<file path="config.mk">
export PLATFORM = sky130hd
export DESIGN_NAME = dot_matrix_frame_capture
export DESIGN_NICKNAME = d
export VERILOG_FILES = /design/src/rtl/dot_matrix_frame_capture.sv
export SDC_FILE = /design/constraint.sdc
export NUM_CORES = 1
export LEC_CHECK = 0
export CAP_MARGIN = 20
export CORE_MARGIN = 5
export CORE_UTILIZATION = 62
export CTS_BUF_LIST = sky130_fd_sc_hd__clkbuf_2
export DETAILED_ROUTE_END_ITERATION = 16
export PLACE_DENSITY = 0.87
export SLEW_MARGIN = 20
export SYNTH_ARGS = -nofsm -noshare
export SYNTH_HDL_FRONTEND = slang
export SYNTH_SLANG_ARGS = --single-unit
</file>
<file path="constraint.sdc">
create_clock -name CLK -period 7.1 [get_ports CLK]
set_input_delay 2.13 -clock CLK [delete_from_list [all_inputs] [get_ports CLK]]
set_output_delay 2.13 -clock CLK [all_outputs]
set_load 0.03 [all_outputs]
</file>
<file path="src/rtl/dot_matrix_frame_capture.sv">
// Receiver for the RGB dot-matrix serial link: synchronises the 595-style pins,
// deserialises each row and publishes complete 8x8 red/blue frames.
module dot_matrix_frame_capture #(
    parameter int unsigned SYNC_STAGES = 2,
    parameter int unsigned ROW_BITS    = 16
) (
    input  logic        CLK,
    input  logic        res,
    input  logic        sh_cp,
    input  logic        st_cp,
    input  logic        ds,
    input  logic        mr_n,
    input  logic [7:0]  cat,
    output logic [63:0] red_frame,
    output logic [63:0] blue_frame,
    output logic        frame_valid,
    output logic        count_err,
    output logic        row_err
);

    localparam int unsigned IN_W    = 12;
    localparam logic [4:0]  CNT_MAX = 5'd31;

    logic [IN_W-1:0]     sync_q [SYNC_STAGES];
    logic [IN_W-1:0]     pins;
    logic [IN_W-1:0]     sync_s;
    logic                sh_s, st_s, ds_s, mr_n_s;
    logic [7:0]          cat_s;

    logic                sh_prev_q, st_prev_q;
    logic [ROW_BITS-1:0] sr_q, sr_d;
    logic [4:0]          cnt_q, cnt_d;
    logic [63:0]         red_buf_q, blue_buf_q;
    logic [7:0]          mask_q;
    logic                pend_q;
    logic [63:0]         red_frame_q, blue_frame_q;
    logic                frame_valid_q, count_err_q, row_err_q;

    logic                sh_rise, st_rise, cat_onehot;
    logic [2:0]          row_idx;
    logic [7:0]          mask_new;
    logic [ROW_BITS-1:0] row_val;
    logic [4:0]          cnt_eff;

    assign pins   = {cat, mr_n, ds, st_cp, sh_cp};
    assign sync_s = sync_q[SYNC_STAGES-1];
    assign sh_s   = sync_s[0];
    assign st_s   = sync_s[1];
    assign ds_s   = sync_s[2];
    assign mr_n_s = sync_s[3];
    assign cat_s  = sync_s[11:4];

    assign sh_rise    = sh_s & ~sh_prev_q;
    assign st_rise    = st_s & ~st_prev_q;
    assign cat_onehot = (cat_s != '0) && ((cat_s & (cat_s - 8'd1)) == '0);
    assign mask_new   = mask_q | 8'(8'd1 << row_idx);

    // During a clear the register may still hold stale data for one cycle; the
    // latch must see the cleared value regardless.
    assign row_val = mr_n_s ? sr_q  : '0;
    assign cnt_eff = mr_n_s ? cnt_q : '0;

    always_comb begin
        row_idx = '0;
        for (int unsigned i = 0; i < 8; i++) begin
            if (cat_s[i]) row_idx = 3'(i);
        end
    end

    always_comb begin
        sr_d  = sr_q;
        cnt_d = cnt_q;
        if (!mr_n_s) begin
            sr_d  = '0;
            cnt_d = '0;
        end else begin
            if (sh_rise) sr_d = {sr_q[ROW_BITS-2:0], ds_s};
            if (st_rise)
                cnt_d = sh_rise ? 5'd1 : 5'd0;
            else if (sh_rise && cnt_q != CNT_MAX)
                cnt_d = cnt_q + 5'd1;
        end
    end

    always_ff @(posedge CLK or negedge res) begin
        if (!res) begin
            for (int unsigned i = 0; i < SYNC_STAGES; i++) sync_q[i] <= '0;
            sh_prev_q     <= 1'b0;
            st_prev_q     <= 1'b0;
            sr_q          <= '0;
            cnt_q         <= '0;
            red_buf_q     <= '0;
            blue_buf_q    <= '0;
            mask_q        <= '0;
            pend_q        <= 1'b0;
            red_frame_q   <= '0;
            blue_frame_q  <= '0;
            frame_valid_q <= 1'b0;
            count_err_q   <= 1'b0;
            row_err_q     <= 1'b0;
        end else begin
            sync_q[0] <= pins;
            for (int unsigned i = 1; i < SYNC_STAGES; i++) sync_q[i] <= sync_q[i-1];
            sh_prev_q     <= sh_s;
            st_prev_q     <= st_s;
            sr_q          <= sr_d;
            cnt_q         <= cnt_d;
            pend_q        <= 1'b0;
            frame_valid_q <= pend_q;
            count_err_q   <= 1'b0;
            row_err_q     <= 1'b0;
            if (pend_q) begin
                red_frame_q  <= red_buf_q;
                blue_frame_q <= blue_buf_q;
            end
            if (st_rise) begin
                count_err_q <= (cnt_eff != 5'(ROW_BITS));
                if (cat_onehot) begin
                    red_buf_q[{row_idx, 3'b000} +: 8]  <= row_val[ROW_BITS-1 -: 8];
                    blue_buf_q[{row_idx, 3'b000} +: 8] <= row_val[7:0];
                    // Mask is cleared here; the frame copy follows next cycle once
                    // the buffer holds the completing row.
                    if (mask_new == 8'hFF) begin
                        mask_q <= '0;
                        pend_q <= 1'b1;
                    end else begin
                        mask_q <= mask_new;
                    end
                end else begin
                    row_err_q <= 1'b1;
                end
            end
        end
    end

    assign red_frame   = red_frame_q;
    assign blue_frame  = blue_frame_q;
    assign frame_valid = frame_valid_q;
    assign count_err   = count_err_q;
    assign row_err     = row_err_q;

endmodule

</file>
## Word-level counts from Yosys, hierarchy flattened

Cells that the tools add are included.

| storage, ports and cells | value |
|---|---|
| word-level logic and storage cells | 62 |
| register bits after elaboration | 315 |
| output and inout bits | 131 |

| cells by class | value |
|---|---|
| shift-type cells | 4 |
| add/subtract/negate cells | 3 |
| muxes and demuxes | 24 |
| equality and inequality tests | 5 |
| bitwise gates (word level) | 6 |
| reductions and logical operators | 5 |

Operators by type and width:

| kind | number |
|---|---|
| bitwise mux 64 bit | 2 |
| indexed part select 8 x 8 -> 64 bit | 2 |
| variable shift 8 x 8 -> 64 bit, first input constant | 1 |
| two-way mux 16 bit | 3 |
| two-way mux 5 bit | 4 |
| two-way mux 3 bit | 5 |
| != test 5 bit, second input constant | 2 |
| AND 8 bit | 1 |
| == test 8 bit, second input constant | 1 |
| logical NOT 8 bit | 1 |
| two-way mux 1 bit | 8 |
| two-way mux 8 bit | 1 |
| negation 6 -> 8 bit | 1 |
| OR 8 bit | 1 |
| nonzero test 8 bit | 1 |
| left shift 1 x 3 -> 8 bit, first input constant | 1 |
| subtractor 8 x 1 -> 8 bit, second input constant | 1 |
| adder 5 x 1 -> 5 bit, second input constant | 1 |
| != test 3 x 1 -> 1 bit, second input constant | 1 |
| AND 1 bit | 2 |
| logical AND 1 bit | 2 |
| two-way mux 2 bit | 1 |
| != test 2 x 1 -> 1 bit, second input constant | 1 |
| inverter 1 bit | 2 |
| AND reduction 2 bit | 1 |

## Depth between registers and ports, before layout

Gate-level depths: netlist (run 1).

| logic depth | value |
|---|---|
| depth after elaboration | 13 |
| depth in mapped cells | 14 |
| depth with buffers taken out | 10 |

## Worst setup path before layout (run 1)

Ideal clock, no wire load.

| timing | value |
|---|---|
| kind | reg-to-reg |
| from | register sync_q, in the netlist sync_s[7] |
| to | register red_buf_q[4] |
| slack | 3.991 ns |
| stages on the path, launching flop included | 14 |
| clock period less this slack | 3.109 ns |
| arrival | 3.014 ns |
| data required time | 7.004 ns |
| cell sequence | dfrtp_1 > clkbuf_1 > inv_1 > nand3_1 > a21oi_1 > buf_2 > ha_1 > ha_1 > clkbuf_1 > nand2b_1 > or4_1 > clkbuf_1 > buf_2 > o31ai_1 |

| between the ends | value |
|---|---|
| word-level cells in the longest chain between the ends | 8 |
| elaborated cells on any way between the ends | 15 |
| classes of those cells | 2 x add/sub; 2 x shift; 6 x mux; 1 x bitwise; 4 x reduce/logical |

RTL lines:

| what | line | RTL |
|---|---|---|
| start, declared | 24 | `logic [IN_W-1:0] sync_q [SYNC_STAGES];` |
| two-way mux 3 bit (5 in series) | 66 | `if (cat_s[i]) row_idx = 3'(i);` |
| negation 6 -> 8 bit | 119 | `red_buf_q[{row_idx, 3'b000} +: 8] <= row_val[ROW_BITS-1 -: 8];` |
| indexed part select 8 x 8 -> 64 bit or variable shift 8 x 8 -> 64 bit (tied branches) | 119 |  |
| bitwise mux 64 bit | 119 |  |
| end signal, assigned by index | 119 |  |
| end, declared | 33 | `logic [63:0] red_buf_q, blue_buf_q;` |

Parallel ways exist; a longest one is shown, timed or not.
A chain may end at the register's enable or synchronous reset.

## Final worst setup path (run 1)

| timing | value |
|---|---|
| from | register blue_frame_q[14], in the netlist blue_frame[14] |
| to | output blue_frame[14] |

RTL lines:

| what | line | RTL |
|---|---|---|
| start, declared | 36 | `logic [63:0] red_frame_q, blue_frame_q;` |
| start signal, assigned | 114 | `blue_frame_q <= blue_buf_q;` |
| end, declared | 15 | `output logic [63:0] blue_frame,` |

No word-level cell between the ends.

==> impl_metrics.yaml, run 1 <==
run_status:
  status: "finished, final reports clean"
logic_synthesis:
  yosysUniqueCellTypes: 54
  synthFlopType: "dfrtp_1"
  avgSynthCellArea_sq_um: 14.8
  synth-async-reset-ratio: 1.00
  yosys_warnings: 0
  ys_seq_elements: 315
  synth.cell_area_sq_um: 12200
  synth_fp_nets: 846
  synth_edf_count: 0
  synth-seq-area-share: 0.647
  syn_inst: 823
power_and_ir_drop:
  peakVddDrop_mv: 0.137
  leakage_nw: 7.12
  power_density_nw_per_um2: 205
timing:
  fmax_mhz: 247
  finalCritPeriodShare: 0.570
  worst_pin_slew_ns: 1.03
  finalSetupViolCount: 0
  final.setup.tns_ns: 0
  finalMaxSlewViolations: 0
  finalCriticalPeriod_ns: 4.05
  maxSlewHeadroom: 0.311
  rsz0062_at_grt: "false"
  finClkSkew_ns: 0.0683
  hold_viol: 0
flow_run:
  maxCapViolations: 0
clocking:
  clkTransAtPathRegs_ns: 0.11
  cts_made_buffers: 75
  clock_path_buffers: 3
  insertion_delay_ns: 0.82
  ctsResizeCount: 0
  cts_setup_buffers: 0
  ctsHoldBuffers: 0
  h-tree-depth: 3
  tritoncts: "done"
  cts_sinks: 315
  clockRootBuffer: "clkbuf_2"
final_layout:
  fin_util: 0.741
  layout-drive-gt1-share: 0.345
  finish.net_count: 1019
  nFillCells: 1250
  syn_to_final_growth_pct: 18.0
routing:
  via_per_inst: 5.49
  drtIter0Drc: 405
  drc: 0
  wl_per_cell_microns: 18.6
  dr_total_vias: 7204
  drt_wl_total_microns: 24300
  firstDrtPassIters: 5
  ant_nets: 0
floorplanning:
  floorplan.rows: 51
  fp.coreArea_sq_um: 19400
  die_h_microns: 150
  start_util: 0.628
  ioPinCount: 145
  die_area_sq_um: 22500
  die_x_microns: 150
global_routing:
  overflow: 0
  antenna_found_initial: 1
  grt_pass1_vias: 7546
  grt_usage: 0.228
  grt_first_pass_wirelength_microns: 39900
  grt_max_degree: 149
setup_path:
  reg2reg_from: "sync_s[6]$_DFF_PN0_"
  critPathArrivalTime_ns: 1.92
  r2r_cells: 8
  r2r-end: "blue_buf_q[6]$_DFFE_PN0P_"
  crit_family: "buffers and inverters"
  required_ns: 4.97
  end_kind: "primary output"
  reg2reg_slack_ns: 3.51
  cpMaxStageDelayCell: "clkdlybuf4s50_1"
  worstPathCellList: "clkdlybuf4s50_1"
  critPathMaxFanout: 2
  cp-start-kind: "flop"
  critical-path-max-stage-delay_ns: 0.69
  crit_buf_inv: 1
  crit_type: "reg2out"
place:
  hpwl_microns: 15700
  globalplace.congestion: 0.780
  io_buffers: 144
hold_path:
  hp-start: "sync_q[12]$_DFF_PN0_"
  hold_class: "reg2reg"
  whs_endpoint: "sync_s[0]$_DFF_PN0_"
  hold_depth: 0
[report_power, final]
| group | internal [W] | leakage [nW] | switching, W |
|---|---|---|---|
| registers | 0.00180 | 4.34 | 0.0000103 |
| logic | 0.0000201 | 2.30 | 0.0000558 |
| clock network | 0.000392 | 0.482 | 0.000662 |
| total | 0.00221 | 7.12 | 0.000728 |
[worst max path at each step]
stage          slack, ns                         to                        from  depth (start not counted)
3_3_place_gp        3.54           pend_q$_DFF_PN0_                         res                          2
6_report            3.05             blue_frame[14]  blue_frame[14]$_DFFE_PN0P_                          1
2_1_floorplan       3.99   red_buf_q[4]$_DFFE_PN0P_         sync_s[7]$_DFF_PN0_                         13
4_1_cts             2.98             blue_frame[41]  blue_frame[41]$_DFFE_PN0P_                          1
5_1_grt             2.89              red_frame[47]   red_frame[47]$_DFFE_PN0P_                          1
3_5_place_dp        3.47  blue_buf_q[2]$_DFFE_PN0P_         sync_s[6]$_DFF_PN0_                          8
[layout by cell type (no fill, tap or decap), types with 3 or more instances in the layout]
cell type / instances
clkinv_1: 16
and2_1: 14
and2_0: 4
clkbuf_2: 103
a21oi_1: 10
nand3_1: 5
dfrtp_1: 314
nand2b_1: 4
ha_1: 9
and3_1: 3
mux2_4: 10
nor2_1: 20
mux2_2: 220
a211o_1: 3
clkinv_2: 3
o21ai_0: 21
inv_2: 5
buf_4: 4
inv_1: 6
nand2_1: 57
a31oi_1: 7
o31ai_1: 16
clkdlybuf4s50_1: 143
mux2_1: 10
[stage by stage]
step / setup slack, ns / instance area (sq um) / cells / power (W) / hold slack [ns]
floorplan: 3.99 / 12200 / 823 / 0.00188 / 0.331
global placement: 3.54 / 13800 / 1184 / 0.00192 / 0.333
detailed placement: 3.47 / 13800 / 1184 / 0.00193 / 0.336
CTS: 2.98 / 14400 / 1311 / 0.00298 / 0.344
global route: 2.89 / 14400 / 1312 / 0.00310 / 0.337
finish: 3.05 / 14400 / 1312 / 0.00294 / 0.333
[registers in the layout, summed over array words and instances, names as in the netlist, 5 cells and up]
name / flops
red_frame: 64
blue_frame: 64
sync_q: 12
blue_buf_q: 64
sync_s: 12
cnt_q: 5
mask_q: 8
sr_q: 16
red_buf_q: 64
[cells in the mapped netlist (2+ instances only)]
cell        n  share of area
a211o_1     3         0.0022
a21oi_1    10         0.0041
a31oi_1     7         0.0036
and2_0      4         0.0021
and2_1     14         0.0072
and3_1      3         0.0015
buf_1       2        0.00062
buf_2       7         0.0029
buf_4       4         0.0025
buf_6       3         0.0028
clkbuf_1   36          0.011
dfrtp_1   315           0.65
ha_1        9         0.0092
inv_1       6         0.0018
mux2_1     10         0.0092
mux2_2    220           0.20
mux2_4     10          0.012
mux2i_1     2         0.0016
nand2_1    57          0.018
nand2b_1    5         0.0026
nand3_1     5         0.0021
nor2_1     20         0.0062
nor4b_1     2         0.0014
o21a_1      2         0.0012
o21ai_0    21         0.0086
o22ai_1     2         0.0010
o31ai_1    16         0.0099
xnor2_1     2         0.0014
[kinds of logic after synthesis]
group | share of synthesized area
compound gates | 0.0350
xor+xnor | 0.00216
fa+ha+maj | 0.0102
buf+inv | 0.0232
flops | 0.647
mux | 0.227
simple gates | 0.0555
[worst register-to-register path: stages, from the launching register on]
cell      delay, ns
dfrtp_1        0.49
nor2_1         0.08
o31ai_1        0.38
inv_1          0.12
ha_1           0.26
ha_1           0.48
nand2b_1       0.30
or4_1          0.97
o31ai_1        0.45
[final cells by class]
| class | count | area, sq um | share of cell area |
|---|---|---|---|
| Clock buffer | 103 | 515 | 0.0359 |
| Inverter | 7 | 26.3 | 0.00183 |
| Sequential cell | 315 | 7890 | 0.549 |
| Tap cell | 265 | 332 | 0.0231 |
| Timing Repair Buffer | 149 | 1500 | 0.104 |
| Clock inverter | 24 | 97.6 | 0.00679 |
| Multi-Input combinational cell | 448 | 4020 | 0.279 |
| Antenna cell | 1 | 2.50 | 0.000174 |
[metal layers]
| metal | up-vias | share of wire | global-route usage |
|---|---|---|---|
| li1 | 3281 | - | - |
| met1 | 3658 | 0.44 | 0.316 |
| met2 | 237 | 0.48 | 0.356 |
| met3 | 28 | 0.066 | 0.0653 |
| met4 | 0 | 0.013 | 0.0695 |
| met5 | - | 0 | 0 |
(Power assumes the default switching activity.)
==> run 2, diff against run 1 <==
--- a/config.mk
+++ b/config.mk
@@ -7,10 +7,10 @@
 export LEC_CHECK = 0
 export CAP_MARGIN = 20
 export CORE_MARGIN = 5
-export CORE_UTILIZATION = 62
+export CORE_UTILIZATION = 58
 export CTS_BUF_LIST = sky130_fd_sc_hd__clkbuf_2
 export DETAILED_ROUTE_END_ITERATION = 16
-export PLACE_DENSITY = 0.87
+export PLACE_DENSITY = 0.82
 export SLEW_MARGIN = 20
 export SYNTH_ARGS = -nofsm -noshare
 export SYNTH_HDL_FRONTEND = slang
==> constraint.sdc (replaced) <==
create_clock -name CLK -period 3.9 [get_ports CLK]
set_input_delay 1.17 -clock CLK [delete_from_list [all_inputs] [get_ports CLK]]
set_output_delay 1.17 -clock CLK [all_outputs]
set_load 0.03 [all_outputs]
==> run 2 against run 1 <==
Final cell count rose by 0.84%; first-iteration DRC count rose by 16%; worst hold slack improved by 0.014 ns; global-route usage fell by 1.3 points.
==> impl_metrics.yaml, run 2 (synthesized netlist as in run 1, its figures left out) <==
global_routing:
  grt_pass1_vias: 7676
  grt_max_degree: 95
  grt_first_pass_wirelength_microns: 41100
  grt_usage: 0.216
  overflow: 0
  antenna_found_initial: 1
setup_path:
  cp.depth: 8
  required_ns: 4.59
  cp-start-kind: "flop"
  r2r_cells: 8
  critPathMaxFanout: 32
  critPathArrivalTime_ns: 4.08
  crit_family: "simple AND/OR/NAND/NOR gates"
  reg2reg_from: "sync_s[6]$_DFF_PN0_"
  cp-endpoint: "blue_buf_q[7]$_DFFE_PN0P_"
  critical-path-max-stage-delay_ns: 0.96
  worstPathCellList: "nor2_1 -> o31ai_1 -> inv_1 -> ha_1 -> ha_1 -> nand2b_1 -> or4_1 -> o31ai_1"
  r2r-end: "blue_buf_q[7]$_DFFE_PN0P_"
  end_kind: "flop"
  cpMaxStageDelayCell: "or4_1"
  crit_buf_inv: 1
  reg2reg_slack_ns: 0.52
  crit_start: "sync_s[6]$_DFF_PN0_"
  crit_type: "reg2reg"
power_and_ir_drop:
  peakVddDrop_mv: 0.251
  pwr-share-seq: 0.594
  switching_power_w: 0.00134
  pwr-share-clk: 0.379
  power_density_nw_per_um2: 382
  leakage_nw: 7.20
  p_int_w: 0.00422
  netSwitchingFraction: 0.240
  combPwrFrac: 0.027
clocking:
  clock_path_buffers: 3
  cts_setup_buffers: 0
  clockRootBuffer: "clkbuf_2"
  ctsResizeCount: 0
  h-tree-depth: 3
  tritoncts: "done"
  cts_made_buffers: 75
  ctsHoldBuffers: 0
  cts_sinks: 315
  clkTransAtPathRegs_ns: 0.11
  insertion_delay_ns: 0.83
floorplanning:
  die_h_microns: 155
  die_x_microns: 155
  floorplan.rows: 53
  start_util: 0.585
  die_area_sq_um: 24000
  fp.coreArea_sq_um: 20800
  ioPinCount: 145
final_layout:
  fin_cells: 1323
  final-seq-area_sq_um: 7890
  finish.net_count: 1030
  syn_to_final_growth_pct: 19.5
  nFillCells: 1460
  layout-drive-gt1-share: 0.356
  final_cell_mix: "dfrtp_1 (314), mux2_2 (220), clkdlybuf4s50_1 (143), clkbuf_2 (102), nand2_1 (57)"
  final_common_cell: "dfrtp_1"
  multi_input_area_sq_um: 4010
place:
  pre_cts_slack_ns: 0.571
  globalplace.congestion: 0.823
  post-place-cells: 1205
  io_buffers: 144
  hpwl_microns: 16200
timing:
  finalMaxSlewViolations: 0
  finalCriticalPeriod_ns: 3.38
  hold_viol: 0
  finalSetupViolCount: 0
  finalCritPeriodShare: 0.867
  fmax_mhz: 296
  worst_pin_slew_ns: 0.995
  rsz0062_at_grt: "false"
  layout_setup_ws_ns: 0.518
  maxSlewHeadroom: 0.337
  final.setup.tns_ns: 0
  finClkSkew_ns: 0.0620
routing:
  dr_total_vias: 7298
  drtIter0Drc: 468
  drt_wl_total_microns: 24800
  wl_per_cell_microns: 18.8
  ant_nets: 0
  via_per_inst: 5.52
  firstDrtPassIters: 5
  drc: 0
flow_run:
  maxCapViolations: 0
run_status:
  status: "finished, final reports clean"
hold_path:
  hold_class: "in2async"
==> run 2: how the worst min path moves through the flow <==
stage	start	end	depth (start not counted)
2_1_floorplan	sync_q[12]$_DFF_PN0_	sync_s[0]$_DFF_PN0_	0
3_3_place_gp	sync_q[16]$_DFF_PN0_	sync_s[4]$_DFF_PN0_	0
3_5_place_dp	sync_q[22]$_DFF_PN0_	sync_s[10]$_DFF_PN0_	0
4_1_cts	res	blue_buf_q[16]$_DFFE_PN0P_	1
5_1_grt	sync_q[16]$_DFF_PN0_	sync_s[4]$_DFF_PN0_	0
6_report	res	blue_buf_q[63]$_DFFE_PN0P_	1
==> run 2: area by class of cell <==
| cell class | count | area share |
|---|---|---|
| sequential | 315 | 0.542 |
| multi-input combinational | 448 | 0.276 |
| timing repair buffer | 160 | 0.111 |
| clock buffer | 102 | 0.0351 |
| tap | 275 | 0.0237 |
| clock inverter | 15 | 0.0102 |
| inverter | 7 | 0.00181 |
| antenna | 1 | 0.000172 |
==> run 2: stage by stage <==
step,utilization,hold WS (ns),area (sq um),power [W]
floorplan,-,0.331,12200,0.00341
global placement,0.667,0.332,13900,0.00351
detailed placement,0.667,0.335,13900,0.00352
CTS,0.699,0.316,14500,0.00563
global route,0.699,0.358,14500,0.00583
finish,0.699,0.347,14500,0.00556
==> run 2: per-layer routing <==
metal / wire length, microns / track usage
met1: 10900 / 0.298
met2: 11800 / 0.336
met3: 1550 / 0.0529
met4: 570 / 0.0812
met5: 0 / 0
==> run 2: power groups by stage <==
stage / Combinational [W] / Sequential, W / Clock [W]
after floorplan: 0.0000536 / 0.00336 / 0
after global placement: 0.000151 / 0.00336 / 0
after detailed placement: 0.000154 / 0.00337 / 0
after CTS: 0.000154 / 0.00330 / 0.00218
after global routing: 0.000172 / 0.00331 / 0.00235
final: 0.000150 / 0.00330 / 0.00211
==> run 3, diff against run 2 <==
--- a/config.mk
+++ b/config.mk
@@ -7,10 +7,11 @@
 export LEC_CHECK = 0
 export CAP_MARGIN = 20
 export CORE_MARGIN = 5
-export CORE_UTILIZATION = 58
+export CORE_UTILIZATION = 40
 export CTS_BUF_LIST = sky130_fd_sc_hd__clkbuf_2
+export CTS_CLUSTER_DIAMETER = 120
 export DETAILED_ROUTE_END_ITERATION = 16
-export PLACE_DENSITY = 0.82
+export PLACE_DENSITY = 0.6
 export SLEW_MARGIN = 20
 export SYNTH_ARGS = -nofsm -noshare
 export SYNTH_HDL_FRONTEND = slang
==> run 3 against run 2 <==
Flip-flop and latch count stayed put; register-to-register slack improved by 0.19 ns; via count decreased by 1.4%; power rose by 2.6%; combinational power is essentially flat; global-route usage is 5.4 points lower; critical endpoint is now blue_buf_q[11]$_DFFE_PN0P_.
==> impl_metrics.yaml, run 3 (synthesized netlist as in run 1, its figures left out) <==
setup_path:
  r2r_cells: 10
  critPathArrivalTime_ns: 3.89
  r2r-end: "blue_buf_q[11]$_DFFE_PN0P_"
  reg2reg_slack_ns: 0.71
  reg2reg_from: "sync_s[6]$_DFF_PN0_"
  required_ns: 4.61
  end_kind: "flop"
  cp-start-kind: "flop"
  cp-endpoint: "blue_buf_q[11]$_DFFE_PN0P_"
  crit_type: "reg2reg"
  critical-path-max-stage-delay_ns: 0.56
  worstPathCellList: "nor2_1 -> o31ai_1 -> inv_1 -> ha_1 -> ha_1 -> nor2_1 -> o21ai_0 -> nor3_2 -> and3b_2 -> mux2_2"
  critPathMaxFanout: 16
  cpMaxStageDelayCell: "and3b_2"
  crit_start: "sync_s[6]$_DFF_PN0_"
clocking:
  cts_setup_buffers: 0
  clock_path_buffers: 3
  insertion_delay_ns: 0.85
  ctsResizeCount: 0
  clockRootBuffer: "clkbuf_2"
  h-tree-depth: 3
  cts_made_buffers: 83
  ctsHoldBuffers: 0
  cts_sinks: 315
  tritoncts: "done"
  clkTransAtPathRegs_ns: 0.09
power_and_ir_drop:
  pwr-share-seq: 0.579
  peakVddDrop_mv: 0.157
  p_int_w: 0.00428
  pwr-share-clk: 0.395
  leakage_nw: 7.28
  combPwrFrac: 0.026
  netSwitchingFraction: 0.249
  power_density_nw_per_um2: 385
  switching_power_w: 0.00142
flow_run:
  maxCapViolations: 0
routing:
  ant_nets: 0
  drtIter0Drc: 293
  drt_wl_total_microns: 26600
  dr_total_vias: 7199
  firstDrtPassIters: 4
  wl_per_cell_microns: 18.2
  via_per_inst: 4.92
  drc: 0
hold_path:
  hold_class: "in2async"
final_layout:
  nFillCells: 2725
  final_cell_mix: "dfrtp_1 (314), mux2_2 (220), clkdlybuf4s50_1 (143), clkbuf_2 (122), nand2_1 (57)"
  finish.net_count: 1040
  layout-drive-gt1-share: 0.367
  syn_to_final_growth_pct: 21.5
  final_common_cell: "dfrtp_1"
  stdcell_area_sq_um: 14800
place:
  placed_area_sq_um: 14000
  globalplace.congestion: 0.757
  hpwl_microns: 17200
  io_buffers: 144
timing:
  finalCritPeriodShare: 0.817
  worst_pin_slew_ns: 1.00
  finClkSkew_ns: 0.0673
  rsz0062_at_grt: "false"
  hold_viol: 0
  maxSlewHeadroom: 0.331
  final.setup.tns_ns: 0
  fmax_mhz: 314
  finalCriticalPeriod_ns: 3.19
  finalMaxSlewViolations: 0
  finalSetupViolCount: 0
global_routing:
  overflow: 0
  antenna_found_initial: 2
  grt_pass1_vias: 7599
  grt_first_pass_wirelength_microns: 43100
  grt_max_degree: 78
  grt_usage: 0.161
floorplanning:
  floorplan.rows: 63
  fp.coreArea_sq_um: 29900
  die_h_microns: 184
  start_util: 0.408
  die_x_microns: 184
  die_area_sq_um: 34000
  ioPinCount: 145
run_status:
  status: "finished, final reports clean"
## run 3: changes by cell type in the layout (fill, tap and decap cells not counted), sizes merged
cell and delta:
bufinv -1, inv -1, buf +2, clkinv +4, clkbuf +20, diode +1
clkinvlp +1
## run 3: power by group through the flow
stage / combinational (W) / clock (W) / sequential [W]
after floorplan: 0.0000536 / 0 / 0.00336
after global placement: 0.000157 / 0 / 0.00337
after detailed placement: 0.000157 / 0 / 0.00337
after CTS: 0.000158 / 0.00237 / 0.00330
after global routing: 0.000175 / 0.00256 / 0.00331
final: 0.000151 / 0.00225 / 0.00330
## run 3: per-layer routing
layer,wire length [microns],vias to the layer above,part of all wire,GRT usage
li1,-,3319,-,-
met1,12400,3645,0.47,0.226
met2,12000,198,0.45,0.240
met3,1780,37,0.067,0.0523
met4,417,0,0.016,0.0497
met5,0,-,0,0
## run 3: how the worst min path moves through the flow
stage | startpoint | end | depth (start not counted)
3_3_place_gp | sync_q[22]$_DFF_PN0_ | sync_s[10]$_DFF_PN0_ | 0
3_5_place_dp | sync_q[22]$_DFF_PN0_ | sync_s[10]$_DFF_PN0_ | 0
6_report | res | blue_buf_q[5]$_DFFE_PN0P_ | 1
2_1_floorplan | sync_q[12]$_DFF_PN0_ | sync_s[0]$_DFF_PN0_ | 0
5_1_grt | res | blue_frame[27]$_DFFE_PN0P_ | 1
4_1_cts | res | blue_buf_q[62]$_DFFE_PN0P_ | 1
## run 3: cell type report
cell class / count / area (sq um) / share of cell area
sequential: 315 / 7890 / 0.533
multi-input combinational: 448 / 4020 / 0.271
timing repair buffer: 162 / 1630 / 0.110
clock buffer: 122 / 611 / 0.0413
tap: 390 / 488 / 0.0330
clock inverter: 18 / 135 / 0.00913
inverter: 7 / 26.3 / 0.00178
antenna: 2 / 5.00 / 0.000338
## run 3: critical path: cells and delay by family (launching register included)
kind	cells	cell delay, ns
and+or+nand+nor	4	1.03
AOI/OAI and AO/OA	2	0.52
adders and majority gates	2	0.52
DFF	1	0.49
muxes	1	0.39
buffers and inverters	1	0.13
## run 3: stage by stage
step / cells / utilization / total power, W / hold WS (ns) / setup WS, ns
floorplan: 823 / - / 0.00341 / 0.331 / 0.791
global placement: 1322 / 0.470 / 0.00352 / 0.335 / 0.751
detailed placement: 1322 / 0.470 / 0.00352 / 0.335 / 0.745
CTS: 1462 / 0.495 / 0.00583 / 0.233 / 0.663
global route: 1464 / 0.495 / 0.00604 / 0.238 / 0.504
finish: 1464 / 0.495 / 0.00570 / 0.309 / 0.713
